`src/rtl/tmr_error_monitor.sv`:
```
// tmr_error_monitor: consumer end of the voter error network for one clock
// domain. Turns raw tmrErr flags into counted, latched, software-visible
// status and schedules scrub pulses (periodic plus early after an error) that
// force the self-correcting TMR registers to reload. This block is plain,
// non-triplicated logic and is kept out of the triplication flow.
module tmr_error_monitor #(
  parameter int N_ERR        = 8,
  parameter int CNT_W        = 16,
  parameter int SCRUB_PERIOD = 1024,
  parameter int SCRUB_LEN    = 2,
  parameter int IRQ_THRESH   = 4
) (
  input  logic                     clk,
  input  logic                     rst,
  input  logic [N_ERR-1:0]         err_in,
  input  logic                     scrub_en,
  input  logic                     clear,
  output logic                     scrub_req,
  output logic [CNT_W-1:0]         err_count,
  output logic [N_ERR-1:0]         err_flags,
  output logic [$clog2(N_ERR)-1:0] first_err_idx,
  output logic                     first_err_valid,
  output logic                     err_irq
);

  localparam int IDX_W = $clog2(N_ERR);
  localparam int PC_W  = $clog2(N_ERR + 1);
  localparam int PER_W = $clog2(SCRUB_PERIOD);
  localparam int LEN_W = $clog2(SCRUB_LEN + 1);

  localparam logic [1:0] S_IDLE  = 2'd0;
  localparam logic [1:0] S_COUNT = 2'd1;
  localparam logic [1:0] S_SCRUB = 2'd2;

  logic [N_ERR-1:0] r_err_q;
  logic [N_ERR-1:0] w_rise;
  logic [PC_W-1:0]  w_pop;
  logic [IDX_W-1:0] w_low_idx;
  logic [CNT_W-1:0] w_cnt_base;
  logic [CNT_W:0]   w_sum;
  logic [CNT_W-1:0] w_cnt_next;
  logic             r_rise_any;

  logic [CNT_W-1:0] r_err_count;
  logic [N_ERR-1:0] r_err_flags;
  logic [IDX_W-1:0] r_first_idx;
  logic             r_first_valid;
  logic             r_err_irq;

  logic [1:0]       r_state;
  logic [PER_W-1:0] r_per_cnt;
  logic [LEN_W-1:0] r_len_cnt;
  logic             r_scrub_req;

  // Register err_in so a level held high is seen as a single rising event.
  // NOTE: sequential state uses non-blocking assignments so every flop samples
  // pre-edge values; blocking here would create order-dependent races.
  always_ff @(posedge clk or posedge rst) begin
    if (rst) begin
      r_err_q    <= '0;
      r_rise_any <= 1'b0;
    end else begin
      r_err_q    <= err_in;
      r_rise_any <= |w_rise;
    end
  end

  assign w_rise = err_in & ~r_err_q;

  // Popcount of this cycle's rises and the lowest rising index.
  // NOTE: every output of this block gets a default first, so no path leaves a
  // value unassigned and no latch is inferred.
  always_comb begin
    w_pop     = '0;
    w_low_idx = '0;
    for (int i = N_ERR - 1; i >= 0; i--) begin
      w_pop = w_pop + PC_W'(w_rise[i]);
      if (w_rise[i]) w_low_idx = IDX_W'(i);
    end
  end

  // Saturating next count; clear zeroes the base so a same-cycle rise still lands.
  always_comb begin
    w_cnt_base = clear ? '0 : r_err_count;
    w_sum      = {1'b0, w_cnt_base} + (CNT_W + 1)'(w_pop);
    w_cnt_next = w_sum[CNT_W] ? '1 : w_sum[CNT_W-1:0];
  end

  // Error status: count, sticky flags, first-error capture and threshold irq.
  always_ff @(posedge clk or posedge rst) begin
    if (rst) begin
      r_err_count   <= '0;
      r_err_flags   <= '0;
      r_first_idx   <= '0;
      r_first_valid <= 1'b0;
      r_err_irq     <= 1'b0;
    end else begin
      r_err_count <= w_cnt_next;
      r_err_flags <= (clear ? '0 : r_err_flags) | w_rise;
      // irq follows the registered count, so it lags err_count by one cycle.
      r_err_irq   <= (r_err_count >= CNT_W'(IRQ_THRESH));
      if ((clear || !r_first_valid) && (w_rise != '0)) begin
        r_first_idx   <= w_low_idx;
        r_first_valid <= 1'b1;
      end else if (clear) begin
        r_first_idx   <= '0;
        r_first_valid <= 1'b0;
      end
    end
  end

  // Scrub scheduler: periodic pulses, plus an early pulse one cycle after a
  // registered rise. scrub_req is its own flop so it never glitches.
  always_ff @(posedge clk or posedge rst) begin
    if (rst) begin
      r_state     <= S_IDLE;
      r_per_cnt   <= '0;
      r_len_cnt   <= '0;
      r_scrub_req <= 1'b0;
    end else begin
      case (r_state)
        S_IDLE: begin
          r_per_cnt <= '0;
          if (scrub_en) r_state <= S_COUNT;
        end
        S_COUNT: begin
          if (!scrub_en) begin
            r_state   <= S_IDLE;
            r_per_cnt <= '0;
          end else if (r_rise_any || (r_per_cnt == PER_W'(SCRUB_PERIOD - 1))) begin
            r_state     <= S_SCRUB;
            r_per_cnt   <= '0;
            r_len_cnt   <= '0;
            r_scrub_req <= 1'b1;
          end else begin
            r_per_cnt <= r_per_cnt + PER_W'(1);
          end
        end
        S_SCRUB: begin
          // Pulse length is fixed; scrub_en and new rises are ignored until done.
          if (r_len_cnt == LEN_W'(SCRUB_LEN - 1)) begin
            r_scrub_req <= 1'b0;
            r_state     <= scrub_en ? S_COUNT : S_IDLE;
          end else begin
            r_len_cnt <= r_len_cnt + LEN_W'(1);
          end
        end
        default: begin
          r_state     <= S_IDLE;
          r_per_cnt   <= '0;
          r_len_cnt   <= '0;
          r_scrub_req <= 1'b0;
        end
      endcase
    end
  end

  assign scrub_req       = r_scrub_req;
  assign err_count       = r_err_count;
  assign err_flags       = r_err_flags;
  assign first_err_idx   = r_first_idx;
  assign first_err_valid = r_first_valid;
  assign err_irq         = r_err_irq;

endmodule

```
`config.mk`:
```
export PLATFORM = sky130hd
export DESIGN_NAME = tmr_error_monitor
export DESIGN_NICKNAME = d
export VERILOG_FILES = /design/src/rtl/tmr_error_monitor.sv
export SDC_FILE = /design/constraint.sdc
export NUM_CORES = 1
export LEC_CHECK = 0
export BUFFER_PORTS_ARGS = -buffer_cell sky130_fd_sc_hd__buf_2
export CORE_ASPECT_RATIO = 1.5
export CORE_MARGIN = 4
export CORE_UTILIZATION = 50
export CTS_CLUSTER_SIZE = 25
export DETAILED_ROUTE_END_ITERATION = 8
export PLACE_DENSITY = 0.75
export RECOVER_POWER = 25
export SLEW_MARGIN = 20
export SYNTH_ARGS = -nofsm -noshare
export SYNTH_HDL_FRONTEND = slang
export SYNTH_SLANG_ARGS = --single-unit
```
`constraint.sdc`:
```
create_clock -name clk -period 3.9 [get_ports clk]
set_clock_uncertainty 0.1 [all_clocks]
set_input_delay 0.39 -clock clk [delete_from_list [all_inputs] [get_ports clk]]
set_output_delay 0.39 -clock clk [all_outputs]
set_load 0.01 [all_outputs]
```
### Word level (Yosys, flattened, before mapping)

Index checks and enable logic that the tools add are counted.

| word-level totals | value |
|---|---|
| output and inout port bits | 30 |
| bits of input ports | 12 |
| flip-flop bits (word level) | 53 |
| logic and storage cells | 79 |

| cells by class | value |
|---|---|
| bitwise operators | 4 |
| eq/ne operators | 10 |
| multiplexer cells | 32 |
| add/sub/neg operators | 10 |
| $lt $le $gt $ge | 1 |
| reduce and logical (&&, ||, !) cells | 11 |

Operators by type and width:

| kind | count |
|---|---|
| two-way mux 16 bit | 2 |
| two-way mux 3 bit | 10 |
| two-way mux 10 bit | 2 |
| one-hot mux 10 bit (2 select lines) | 1 |
| adder 16 x 4 -> 17 bit | 1 |
| adder 4 x 1 -> 4 bit | 4 |
| greater-or-equal comparator 16 x 3 -> 1 bit, second input constant | 1 |
| two-way mux 2 bit | 7 |
| one-hot mux 2 bit (3 select lines) | 2 |
| adder 10 x 1 -> 10 bit, second input constant | 1 |
| == test 10 bit, second input constant | 1 |
| != test 2 bit, second input constant | 5 |
| AND 8 bit | 1 |
| two-way mux 8 bit | 1 |
| inverter 8 bit | 1 |
| OR 8 bit | 1 |
| AND reduction 4 bit | 2 |
| nonzero test 8 bit | 1 |
| OR reduction 8 bit | 1 |
| two-way mux 1 bit | 6 |
| adder 3 x 1 -> 4 bit | 1 |
| == test 2 x 1 -> 1 bit, second input constant | 2 |
| adder 2 x 1 -> 3 bit | 1 |
| != test 3 bit, second input constant | 1 |
| other kinds (11) | 12 |

### Logic depth before layout (Yosys ltp)

Gate-level depths: netlist of run 1.

| depth | value |
|---|---|
| depth after elaboration | 11 |
| mapped depth | 13 |
| gate-level depth less buffers | 13 |

### Worst setup path after synthesis of run 1

OpenSTA, ideal clock, no wires.

| path | value |
|---|---|
| path kind | in2reg |
| from | input port err_in[1] |
| to | register r_err_count[10] (netlist: err_count[10]) |
| data arrival time | 3.495 ns |
| stages on the path | 13 |
| setup slack | 0.175 ns |
| data required time | 3.670 ns |
| cells stage by stage | nor2b_1 -> inv_1 -> fa_1 -> fa_1 -> fa_1 -> fa_1 -> inv_1 -> fa_1 -> nand3_1 -> a21boi_4 -> nand4_1 -> xor2_1 -> o21ai_1 |

| on the way | value |
|---|---|
| longest elaborated chain between the ends | 5 |

Ends and longest elaborated chain:

| item | line | source |
|---|---|---|
| start, declared | 15 | `input logic [N_ERR-1:0] err_in,` |
| AND 8 bit | 68 | `assign w_rise = err_in & ~r_err_q;` |
| adder 4 x 1 -> 4 bit (2 in series) | 77 | `w_pop = w_pop + PC_W'(w_rise[i]);` |
| adder 16 x 4 -> 17 bit | 85 | `w_sum = {1'b0, w_cnt_base} + (CNT_W + 1)'(w_pop);` |
| two-way mux 16 bit | 86 | `w_cnt_next = w_sum[CNT_W] ? '1 : w_sum[CNT_W-1:0];` |
| via w_cnt_next[10] | 41 | `logic [CNT_W-1:0] w_cnt_next;` |
| end signal, assigned | 98 | `r_err_count <= w_cnt_next;` |
| end, declared | 44 | `logic [CNT_W-1:0] r_err_count;` |

The timed path passes the listed nets, and every way through them passes these cells.
A chain may end at the register's enable or synchronous reset.

### Worst setup path after layout of run 1

| path | value |
|---|---|
| from | register r_err_q[1] |
| to | register r_err_count[12] (netlist: err_count[12]) |

| on the way | value |
|---|---|
| longest elaborated chain between the ends | 6 |

Ends and longest elaborated chain:

| item | line | source |
|---|---|---|
| start, declared | 35 | `logic [N_ERR-1:0] r_err_q;` |
| start signal, assigned | 63 | `r_err_q <= err_in;` |
| inverter 8 bit | 68 |  |
| AND 8 bit | 68 |  |
| adder 4 x 1 -> 4 bit (2 in series) | 77 |  |
| adder 16 x 4 -> 17 bit | 85 |  |
| two-way mux 16 bit | 86 |  |
| via w_cnt_next[12] | 41 |  |

The timed path passes the listed nets, and every way through them passes these cells.

==> results of run 1 <==
==> kinds of logic (layout without fill, tap and decap cells) <==
group,after synthesis,count (layout),share of synthesized area (%)
adders and majority gates,14,14,7.94
and+or+nand+nor,95,95,18.7
buffers and inverters,26,75,3.97
muxes,2,2,0.794
AOI/OAI and AO/OA,63,63,15.5
xor gates and xnor gates,11,11,3.59
DFF,53,53,49.5
==> worst max-delay path, cell delays in order, from the launching register on <==
cell and delay (ps):
dfrtp_1 390, nor2b_2 140, inv_2 60, fa_1 570, fa_1 440, fa_1 460
fa_1 380, inv_1 80, fa_2 210, nand3_2 120, a21boi_4 260, nand3_1 130
nor3_1 210, a21oi_1 60
==> layer usage <==
metal  GRT usage (%)  up-vias  wire length (um)
li1                -     1016                 -
met4            5.51        0                89
met3            3.36        9               210
met2            32.0       46              2940
met1            23.3     1011              2320
met5               0        -                 0
==> power by group through the flow <==
stage               Sequential, mW  Clock [mW]  Combinational [mW]
finish                       0.673       0.386               0.368
global route                 0.683       0.417               0.415
CTS                          0.673       0.395               0.371
detailed placement           0.682           0               0.368
global placement             0.685           0               0.356
floorplan                    0.685           0               0.235
==> layout make-up <==
cell class	instances	share of cell area [%]
clock buffer	6	2.65
clock inverter	2	1.21
inverter	20	2.45
multi-input combinational	185	40.4
sequential	53	42.6
tap	68	2.74
timing repair buffer	47	7.88
==> flip-flops by register name, summed over array words and instances, names as in the netlist <==
name,flops
err_count,16
err_flags,8
err_irq,1
first_err_idx,3
first_err_valid,1
r_err_q,8
r_len_cnt,2
r_per_cnt,10
r_rise_any,1
r_state,2
scrub_req,1
==> stage by stage <==
step	util, %	TNS, ps	cell area, um^2
2_1_floorplan	-	0	2680
3_3_place_gp	57.8	0	2980
3_5_place_dp	57.8	-33.9	2980
4_1_cts	60.1	0	3100
5_1_grt	60.2	0	3110
6_report	60.2	0	3110
==> path summary, 6_finish.rpt <==
| path | from | end | slack, ps | cells past startpoint |
|---|---|---|---|---|
| setup reg to reg | r_err_q[1]$_DFF_PP0_ | err_count[12]$_DFF_PP0_ | 200 | 13 |
| max in group asynchronous | rst | r_err_q[1]$_DFF_PP0_ | 2130 | 2 |
| min in group asynchronous | rst | r_len_cnt[0]$_DFFE_PP0P_ | 560 | 2 |
| hold reg to reg | err_flags[4]$_DFF_PP0_ | err_flags[4]$_DFF_PP0_ | 380 | 1 |
| hold / removal | err_in[5] | r_err_q[5]$_DFF_PP0_ | 100 | 1 |
| setup / recovery | r_err_q[1]$_DFF_PP0_ | err_count[12]$_DFF_PP0_ | 200 | 13 |
==> placed cells by master (no fill, tap or decap), types with 2 or more instances in the layout <==
cell type  count
dfrtp_1       53
buf_2         37
nand2_1       26
o21ai_0       21
inv_1         18
nor2_1        13
nand2b_1      12
a31oi_1       10
a21oi_1       10
ha_1           9
nor3_1         8
nand3_1        7
nor2b_1        6
xor2_1         6
clkbuf_8       6
buf_4          6
xnor2_1        5
a22o_1         4
fa_1           4
clkbuf_1       4
o31ai_1        3
a21o_1         3
nand4_1        3
nor4_1         3
and4_1         2
and2_1         2
a211oi_1       2
and3_1         2
and4b_1        2
o211ai_1       2
o2111ai_1      2
==> synthesized netlist by cell type (4+ instances only) <==
cell type / number / share of area (%)
xor2_1: 6 / 2.0
ha_1: 9 / 4.2
nand2_1: 26 / 3.6
fa_1: 5 / 3.7
clkbuf_1: 4 / 0.56
nor2b_1: 7 / 1.6
xnor2_1: 5 / 1.6
o21ai_0: 21 / 3.9
nor3_1: 8 / 1.5
a22o_1: 4 / 1.3
a31oi_1: 10 / 2.3
nand2b_1: 12 / 2.8
nor2_1: 13 / 1.8
dfrtp_1: 53 / 49
nand3_1: 8 / 1.5
inv_1: 20 / 2.8
a21oi_1: 10 / 1.9
==> what timing repair did <==
item	CTS	global route
resized for setup	0	4
hold buffers	0	0
setup endpoints to repair	0	13
==> impl_metrics.yaml, run 1 <==
synthesis:
  avgSynthCellArea_um2: 10.2
  synth.net_count: 290
  ys_warn_count: 0
  yosysSeqAreaShare_pct: 49.5
  synthCells: 264
  ys_ff_latch: 53
  synth_area_um2: 2680
  synth_cell_type_count: 45
  ys.flop_type: "dfrtp_1"
  async_flop_share_pct: 100
  synth-edff-count: 0
clocking:
  cts_buffer_depth: 2
  post_cts_buffers: 0
  cts_root_buf: "clkbuf_8"
  cts_buffers: 5
  clk_latency_ps: 310
  clk_pin_slew_ps: 90
  cts_tree: "built"
  h-tree-depth: 2
  clkSinkCount: 53
power_and_ir_drop:
  peakVddDrop_mv: 0.325
  swShare_pct: 30.7
  internal_power_mw: 0.988
  power_frac_comb_pct: 25.8
  pwr-share-seq_pct: 47.2
  power.density_nw_per_um2: 459
  p_leak_nw: 1.47
  power.share.clock_pct: 27.0
  finalPower_mw: 1.43
  power_switching_mw: 0.439
worst_setup_path:
  required_ps: 3990
  cp-start-kind: "register"
  endpoint_kind: "register"
  crit_path_max_fanout: 7
  cp.arrival_ps: 3790
  path_class: "register to register"
global_route:
  grt_max_degree: 54
  grt_pass1_vias: 2113
  track_usage_pct: 18.7
  grt-ovfl-total: 0
  grt_pass1_wl_mm: 9.64
  grt_antenna_before_repair: 0
detailed_routing:
  wire_per_inst_um: 14.6
  drc: 0
  via_per_inst: 5.46
  routed_wl_mm: 5.55
  firstDrtPassIters: 4
  ant_nets: 0
  drt_iter0_drc: 110
  vias: 2082
outcome:
  status: "complete, but fails checks"
  violations: "max-capacitance violations, max-slew violations"
finish:
  syn_to_final_growth_pct: 16.1
  seq_area_um2: 1330
  antennaDiodeCount: 0
  multi_input_area_um2: 1260
  drive_above_1_share_pct: 20.1
  final_cell_count_no_fill: 381
  nNetsFinal: 338
  fill_cells: 432
floorplanning:
  initial_utilization_pct: 51.9
  die_w_um: 67.8
  die_area_um2: 6620
  die_y_um: 97.7
  core_area_um2: 5160
  rows: 32
  ios: 42
sta:
  fin_ws_ps: 200
  fin_crit_sh_pct: 94.9
  max_freq_mhz: 270
  finalHoldViolCount: 0
  worst_pin_slew_ps: 2220
  maxSlewHeadroom_pct: -48.7
  hold_slack_ps: 101
  period_minus_slack_ps: 3700
  rsz0062_at_grt: "false"
  setup_viol: 0
  slew_viol_final: 54
placed_design:
  portBuffers: 41
  post-place-cells: 373
  gp_congestion: 0.769
  dpl.hpwl_mm: 4.08
  dp_slack_ps: -20.6
run:
  cap_violations: 1
hold_path:
  hp-class: "input port to register"
No activity file was read; power rests on OpenSTA's default activity.
==> run 2, diff against run 1 <==
CORE_UTILIZATION = 35   (was 50)
CTS_CLUSTER_DIAMETER = 150   (was not set)
PLACE_DENSITY = not set   (was 0.75)
==> run 2 against run 1 <==
The run now ends clean. Via count shrank 1.0%. Sequential cell count unchanged. Final area rose by 1.0%. Sequential power is 0.7% higher. Utilization is 18 points lower. Largest power group unchanged. Combinational power decreased by 1%. First-iteration DRC count fell by 17%. Total power is 3.4% lower. Cell count increased by 8.9%. Count of clock-buffer cells in the layout is 1 higher. Worst hold slack hardly changed.
==> impl_metrics.yaml, run 2 (synthesis results as in run 1) <==
outcome:
  status: "finished, final reports clean"
worst_setup_path:
  crit_start: "r_err_q[3]$_DFF_PP0_"
  cp.arrival_ps: 3850
  endpoint_kind: "register"
  crit_path_max_fanout: 6
  required_ps: 4040
  crit_path_end: "err_count[10]$_DFF_PP0_"
  r2r-start: "r_err_q[3]$_DFF_PP0_"
  r2r_slack_ps: 190
  r2r_cells: 12
  cp-start-kind: "register"
  r2r-end: "err_count[10]$_DFF_PP0_"
  path_class: "register to register"
floorplanning:
  die_area_um2: 9150
  rows: 38
  initial_utilization_pct: 36.4
  die_w_um: 79.5
  core_area_um2: 7370
  ios: 42
  die_y_um: 115
run:
  cap_violations: 0
placed_design:
  dpl.hpwl_mm: 4.41
  gp_congestion: 0.793
  portBuffers: 41
clocking:
  cts_buffers: 5
  cts_buffer_depth: 2
  h-tree-depth: 2
  clkSinkCount: 53
  clk_pin_slew_ps: 100
  clk_latency_ps: 310
  cts_root_buf: "clkbuf_8"
  cts_tree: "built"
finish:
  final_common_cell: "dfrtp_1"
  nNetsFinal: 340
  syn_to_final_growth_pct: 17.3
  antennaDiodeCount: 0
  largest_reg_flops: 16
  final_cell_mix: "53 x dfrtp_1, 26 x buf_2, 25 x nand2_1"
  fill_cells: 724
  drive_above_1_share_pct: 16.8
global_route:
  grt_pass1_wl_mm: 10.3
  grt_antenna_before_repair: 0
  grt-ovfl-total: 0
  track_usage_pct: 14.3
  grt_pass1_vias: 2215
  grt_max_degree: 45
sta:
  max_freq_mhz: 270
  fin_crit_sh_pct: 95.0
  maxSlewHeadroom_pct: 63.6
  period_minus_slack_ps: 3710
  setup_viol: 0
  worst_pin_slew_ps: 547
  finalHoldViolCount: 0
  rsz0062_at_grt: "false"
  hold_slack_ps: 100
  slew_viol_final: 0
detailed_routing:
  vias: 2061
  via_per_inst: 4.97
  drc: 0
  routed_wl_mm: 6.04
  drt_iter0_drc: 91
  firstDrtPassIters: 4
  ant_nets: 0
  wire_per_inst_um: 14.5
power_and_ir_drop:
  peakVddDrop_mv: 0.218
  p_leak_nw: 1.45
  finalPower_mw: 1.38
  power.density_nw_per_um2: 439
hold_path:
  hp-class: "input port to register"
run 2: worst max-delay path: stages, from the launching register on:
cell      delay (ps)
dfrtp_1          370
nand2b_1         220
fa_1             510
fa_1             530
fa_1             420
fa_1             390
inv_1             90
fa_2             220
nand3_2          120
a21boi_4         260
nand4_1          150
xor2_1           160
o21ai_1          120
run 2: where the power goes:
group / internal, mW / switching (mW)
combinational: 0.157 / 0.207
clock: 0.161 / 0.177
sequential: 0.617 / 0.0609
total: 0.935 / 0.445
run 2: through the flow:
stage	setup slack (ps)	cell area [um^2]	utilization [%]	TNS [ps]	cells
6_report	193	3140	42.6	0	415
5_1_grt	1.13	3140	42.6	0	415
4_1_cts	77.8	3130	42.4	0	413
3_3_place_gp	60.6	3020	40.9	0	404
3_5_place_dp	-17.4	3020	40.9	-38.1	404
2_1_floorplan	175	2680	-	0	264
run 2: final cells by class:
class	instances	area (um^2)	share of cell area (%)
multi-input cells	185	1270	40.4
clock buffers	7	96.3	3.07
flip-flops and latches	53	1330	42.2
repair buffers	49	245	7.80
inverters	20	75.1	2.39
well taps	100	125	3.98
clock inverters	1	5.00	0.159
run 2: what timing repair did:
action	CTS	global route
endpoints found under the hold margin	9	0
gates resized for setup	0	7
hold buffers	1	0
buffers inserted	0	2
endpoints found under the setup margin	0	12
run 2: worst min path at each step:
| stage | from | to | slack [ps] | cells after the start |
|---|---|---|---|---|
| floorplan | err_in[0] | r_err_q[0]$_DFF_PP0_ | 320 | 0 |
| global placement | rst | scrub_req$_DFFE_PP0P_ | 220 | 2 |
| detailed placement | rst | scrub_req$_DFFE_PP0P_ | 220 | 2 |
| CTS | err_in[5] | r_err_q[5]$_DFF_PP0_ | 80 | 1 |
| global route | err_in[4] | r_err_q[4]$_DFF_PP0_ | 90 | 1 |
| finish | err_in[5] | r_err_q[5]$_DFF_PP0_ | 100 | 1 |
run 2: layer usage:
layer | track usage (%) | vias to the layer above | routed length, um
met5 | 0 | - | 0
met4 | 7.57 | 0 | 214
met3 | 2.27 | 16 | 131
met2 | 25.0 | 35 | 3130
met1 | 16.6 | 985 | 2560
li1 | - | 1025 | -
